--- config.mk ---
export PLATFORM = sky130hd
export DESIGN_NAME = fetch_stage
export DESIGN_NICKNAME = d
export VERILOG_FILES = /design/src/rtl/fetch_stage.sv
export SDC_FILE = /design/constraint.sdc
export NUM_CORES = 1
export LEC_CHECK = 0
export ABC_AREA = 1
export BUFFER_PORTS_ARGS = -buffer_cell sky130_fd_sc_hd__buf_2
export CORE_UTILIZATION = 29
export CTS_CLUSTER_DIAMETER = 200
export DETAILED_ROUTE_END_ITERATION = 16
export PLACE_DENSITY = 0.45
export SLEW_MARGIN = 20
export SYNTH_ARGS = -nofsm -noshare
export SYNTH_HDL_FRONTEND = slang
export SYNTH_SLANG_ARGS = --single-unit
--- constraint.sdc ---
create_clock -name clk -period 16.6 [get_ports clk]
set_input_delay 0 -clock clk [delete_from_list [all_inputs] [get_ports clk]]
set_output_delay 0 -clock clk [all_outputs]
set_load 0.02 [all_outputs]
--- src/rtl/fetch_stage.sv ---
// Instruction-fetch stage and IF/ID pipeline register for the 5-stage RV32I core.
// Owns the fetch PC, runs a single-outstanding request/response handshake with
// instruction memory, buffers one delivered instruction while decode is stalled,
// and squashes wrong-path fetches when execute reports a mispredicted branch.
module fetch_stage #(
    parameter logic [31:0] RESET_PC  = 32'h0000_0000,
    parameter logic [31:0] NOP_INSTR = 32'h0000_0013
) (
    input  logic        clk,
    input  logic        rstN,
    input  logic        stallF,
    input  logic        stallD,
    input  logic        flushD,
    input  logic        wrongBranchE,
    input  logic [31:0] pcTargetE,
    output logic        imemReq,
    output logic [31:0] imemAddr,
    input  logic        imemGnt,
    input  logic        imemRvalid,
    input  logic [31:0] imemRdata,
    output logic [31:0] instrD,
    output logic [31:0] pcD,
    output logic [31:0] pcPlus4D,
    output logic        validD,
    output logic        fetchBusyF
);

    // ISSUE: free to request; WAIT: response owed for a live request;
    // DROP: response owed for a request squashed by a redirect.
    typedef enum logic [1:0] {
        ST_ISSUE = 2'd0,
        ST_WAIT  = 2'd1,
        ST_DROP  = 2'd2
    } state_t;

    state_t      state;
    logic [31:0] pc_f;
    logic [31:0] req_pc_p0;
    logic        skid_vld_p0;
    logic [31:0] skid_instr_p0;
    logic [31:0] skid_pc_p0;

    logic        fire;
    logic        resp_live;
    logic        resp_deliver;
    logic        avail;
    logic [31:0] avail_instr;
    logic [31:0] avail_pc;
    logic [31:0] target_aligned;

    // Request depends only on registered state and stallF, never on the response
    // side, so there is no imemRvalid/imemRdata -> imemReq/imemAddr path.
    assign imemReq    = rstN && (state == ST_ISSUE) && !stallF && !skid_vld_p0;
    assign imemAddr   = pc_f;
    assign fire       = imemReq && imemGnt;
    assign fetchBusyF = (state == ST_WAIT) || (state == ST_DROP);

    // Low target bits are dropped so every fetch address stays word aligned.
    assign target_aligned = pcTargetE & 32'hFFFF_FFFC;

    // A response for a live request; a same-cycle redirect makes it wrong-path.
    assign resp_live    = (state == ST_WAIT) && imemRvalid;
    assign resp_deliver = resp_live && !wrongBranchE;

    // The skid entry is older than anything memory could return, so it wins.
    assign avail       = !wrongBranchE && (skid_vld_p0 || resp_deliver);
    assign avail_instr = skid_vld_p0 ? skid_instr_p0 : imemRdata;
    assign avail_pc    = skid_vld_p0 ? skid_pc_p0    : req_pc_p0;

    // Handshake FSM and fetch PC; redirect takes precedence over any stall.
    always_ff @(posedge clk or negedge rstN) begin
        if (!rstN) begin
            state <= ST_ISSUE;
            pc_f  <= RESET_PC;
        end else begin
            case (state)
                ST_ISSUE: begin
                    if (fire) begin
                        state <= wrongBranchE ? ST_DROP : ST_WAIT;
                    end
                end
                ST_WAIT: begin
                    if (imemRvalid) begin
                        state <= ST_ISSUE;
                    end else if (wrongBranchE) begin
                        state <= ST_DROP;
                    end
                end
                ST_DROP: begin
                    if (imemRvalid) begin
                        state <= ST_ISSUE;
                    end
                end
                default: state <= ST_ISSUE;
            endcase

            if (wrongBranchE) begin
                pc_f <= target_aligned;
            end else if (resp_live) begin
                pc_f <= req_pc_p0 + 32'd4;
            end
        end
    end

    // Remember which PC the outstanding request was issued for.
    always_ff @(posedge clk) begin
        if (fire) begin
            req_pc_p0 <= pc_f;
        end
    end

    // Skid occupancy: filled by a delivery that decode cannot take, drained
    // once decode is free, cleared by a redirect.
    always_ff @(posedge clk or negedge rstN) begin
        if (!rstN) begin
            skid_vld_p0 <= 1'b0;
        end else if (wrongBranchE) begin
            skid_vld_p0 <= 1'b0;
        end else if (skid_vld_p0) begin
            if (!stallD) begin
                skid_vld_p0 <= 1'b0;
            end
        end else if (resp_deliver && stallD) begin
            skid_vld_p0 <= 1'b1;
        end
    end

    // Skid payload captured alongside the occupancy flag.
    always_ff @(posedge clk) begin
        if (!skid_vld_p0 && resp_deliver && stallD) begin
            skid_instr_p0 <= imemRdata;
            skid_pc_p0    <= req_pc_p0;
        end
    end

    // IF/ID register: flush beats stall beats load; otherwise insert a bubble.
    always_ff @(posedge clk or negedge rstN) begin
        if (!rstN) begin
            instrD   <= NOP_INSTR;
            pcD      <= 32'd0;
            pcPlus4D <= 32'd4;
            validD   <= 1'b0;
        end else if (flushD) begin
            instrD <= NOP_INSTR;
            validD <= 1'b0;
        end else if (stallD) begin
            instrD <= instrD;
        end else if (avail) begin
            instrD   <= avail_instr;
            pcD      <= avail_pc;
            pcPlus4D <= avail_pc + 32'd4;
            validD   <= 1'b1;
        end else begin
            instrD <= NOP_INSTR;
            validD <= 1'b0;
        end
    end

endmodule

==> results.md <==
- IO Pins: between 200 and 250
- Worst-Skew Late Latency: about 0.54 ns
- CP Cell Sequence: inv_1 > ha_1 > nand2_1 > nand2_1 > nand2_1 > nor3_4 > buf_4 > clkinv_2 > buf_4 > nor2_1 > nand3_1 > nand3_1
- DR pass1 iterations: 4
- Core area: between 0.03 and 0.04 sq mm
- Post-synth cell types: 41
- Root Buffer: clkbuf_16
- #FFs+latches synth: roughly 230
- Crit path buf inv count: 4
- WP data arrival: 3.70 ns
- CTS tree: built
- Synth Instances: approximately 1,100
- Vias in the first global route: 8,147
- # DRC: 0
- TritonCTS Sinks: 226
- Kind of end point of the critical path: register
- Post-Syn Nets: about 1,100
- R2r setup slk: approximately 13 ns
- ANT cells: 0
- Cells after DPL: 1,695
- Pwr per Cell Area: between 100 and 150 mW/mm^2
- CP startpoint kind: register
- GP Congestion: approximately 0.83
- Max Slew Vio Count: 0
- CP required: 17.07 ns
- Seq/Total Area, Yosys: between 60% and 70%
- Final ANT Viol Nets: 0
- VDD IR max: approximately 72 uV
- Iter 0 DRT Violations: between 400 and 500
- Largest net degree at the start of global routing: 95
- Count of non-filler cells in the finished layout: around 1,800
- Total routed wirelength: between 20 and 30 mm
- Worst hold start: wrongBranchE
- Status: complete, no violations
- Global-route met1 utilization: ~24%
- Min-Delay Endpoint: imemAddr[13]
- Crit Path Class: register to register
- Hold violation count in the final report: 0
- RSZ-0062 raised after global routing: false
- First-pass GRT wire length: 46.2 mm
- Die area: ~0.036 sq mm
- Reg2reg path depth: 12
- Final period utilization: between 10% and 20%
- DP Worst Slack: 13.36 ns
- Reg2reg start: state[1]
- Final setup skew: roughly 0.010 ns
- Max Freq: just over 0.3 GHz
- Max transition margin: roughly 33%
- Max-cap violations: 0
- CTS Buffer Depth: 3
- GR met3 Demand/Resource: around 2.8%
- H-Tree Depth: 1
- CP dominant cell by count: nand2_1
- Hold/Removal Path Class: input port to register
- Final setup viols: 0
- Initial antenna violation count: 0
- Cell family with most CP delay: buffers and inverters
- Total number of vias: between 8,000 and 9,000
- Share of cells above drive strength 1: between 20 and 25%
- Worst-Margin Slew: 1.00 ns
- Fill cells: approximately 3,600
- # port buffers: 200
- Fin nets: roughly 1,400
- Mapped Area: approximately 0.01 sq mm
- Slowest stage delay, CP: about 0.57 ns
- Setup tns final: 0 ns
- Fin area: 0.0132 sq mm
- Vias per std cell: 4.51
- Wire per inst: 16.3 um
- Slowest CP cell: buf_4
- Mean Syn Cell Area: between 9 and 10 sq um
- Worst-path clk slew: approximately 0.06 ns
- Die width: roughly 190 um
- R2r endpoint: pcPlus4D[26]
- Met2 Resource Use GR: about 25%
- YS warnings: 0
- Placement Cell Area: ~0.012 sq mm
- Initial Util: between 20% and 30%
- Fin crit period: approximately 3.2 ns
- Total gr overflow: 0
- Number of stages on the worst hold path: 3
- CTS Buf Count: 27
- WHS: about 0.0095 ns
- Gr busiest metal: met2
- FP Rows: around 70
- Area grow syn2layout: 29.1%
- Tot GR Track Use: approximately 17%
- Setup ws final: between 10 and 15 ns
- Post-DP HPWL: 20.2 mm
- Post_cts resized: 0
- Die span in y: 189 um
- Worst-path maximum fanout: 94
- P_leak: a little under 0.006 uW
## worst min-delay path: cells and delay by family
family | cells | cell delay [ns]
buffers and inverters | 1 | 0.30
AND/OR/NAND/NOR | 2 | 0.20
## layout make-up
cell class | instances | area, sq um | share of cell area, %
Timing Repair Buffer | 276 | 1750 | 13.3
Clock inverter | 12 | 115 | 0.875
Sequential cell | 226 | 6140 | 46.7
Tap cell | 455 | 569 | 4.33
Inverter | 72 | 277 | 2.10
Clock buffer | 38 | 757 | 5.75
Multi-Input combinational cell | 733 | 3550 | 27.0
## kinds of logic (layout without fill, tap and decap cells)
kind of cell / count (synthesis) / after routing / share of synthesized area (%)
multiplexers: 29 / 29 / 2.85
adder cells (fa/ha/maj): 5 / 5 / 0.614
flip-flops: 226 / 226 / 60.2
XOR/XNOR: 19 / 19 / 1.63
AO/OA/AOI/OAI: 124 / 124 / 7.09
buffers and inverters: 113 / 398 / 5.00
AND/OR/NAND/NOR: 556 / 556 / 22.6
## report_power, final
| part | switching (uW) | internal, uW |
|---|---|---|
| clock network | 234 | 348 |
| logic | 275 | 146 |
| registers | 68.3 | 691 |
| total | 577 | 1180 |
## metrics by stage
| stage | util (%) | total power (uW) |
|---|---|---|
| after floorplan | - | 1020 |
| after global placement | 33.6 | 1180 |
| after detailed placement | 33.6 | 1180 |
| after CTS | 38.1 | 1790 |
| after global routing | 38.1 | 1860 |
| final | 38.1 | 1760 |
## timing repair
action | CTS | global route
hold endpoints to repair | 174 | 0
buffers inserted | 0 | 0
hold buffers | 67 | 0
## routing by layer
| metal | wire [um] | up-vias |
|---|---|---|
| met2 | 12800 | 199 |
| met5 | 0 | - |
| met3 | 1470 | 32 |
| li1 | - | 4084 |
| met1 | 14800 | 3863 |
| met4 | 434 | 0 |
## synthesized netlist by cell type
cell type	count	area (sq um)
buf_6	6	67.6
o211ai_1	13	97.6
o21a_1	1	7.51
a31oi_1	1	6.26
buf_1	1	3.75
nor2_4	4	45.0
or2_2	1	6.26
nand3b_1	3	22.5
inv_6	1	8.76
ha_1	5	62.6
nor2_1	75	282
xor2_1	12	105
a22o_1	9	78.8
nand3_1	53	265
edfxtp_1	96	2880
inv_2	2	7.51
a21oi_1	13	65.1
buf_4	3	22.5
dfrtp_1	126	3150
o21ai_0	52	260
buf_2	19	95.1
nor2_2	7	43.8
o31ai_2	1	12.5
nand2_2	1	6.26
nand4_1	18	113
and2_1	4	25.0
dfstp_2	4	105
nor3_4	1	16.3
nand2_1	375	1410
clkbuf_1	12	45.0
a21o_1	1	7.51
o22ai_1	2	12.5
o21bai_1	4	30.0
nor3_1	14	70.1
a22oi_1	1	7.51
o21ai_2	1	8.76
xnor2_1	7	61.3
inv_1	69	259
o21ai_1	24	120
o311ai_0	1	8.76
mux2i_1	29	290
## state kept, by name (all words and copies together) (netlist names), 2 cells and up
register / cells
skid_instr_p0: 32
pcPlus4D: 30
state: 2
instrD: 32
imemAddr: 32
skid_pc_p0: 32
req_pc_p0: 32
pcD: 32
## layout by cell type (no fill, tap or decap), drive strengths merged, types with 29 or more instances in the layout
master	netlist	routed
dfrtp	126	126
mux2i	29	29
o21ai	77	77
edfxtp	96	96
buf	29	209
nand3	53	53
nand2	376	376
nor2	86	86
clkbuf	12	38
inv	72	72
dlygate4sd3	0	67
## how the worst max path moves through the flow
stage          startpoint                to  slack [ns]  cells after the start
6_report         state[1]      pcPlus4D[26]       13.37                     12
5_1_grt          state[1]      pcPlus4D[26]       13.03                     12
4_1_cts          state[1]      pcPlus4D[26]       13.35                     12
3_5_place_dp     state[1]      pcPlus4D[26]       13.36                     12
3_3_place_gp     state[1]      pcPlus4D[26]       13.40                     12
2_1_floorplan    state[1]  skid_instr_p0[0]       10.32                      7
(Power assumes the default switching activity.)
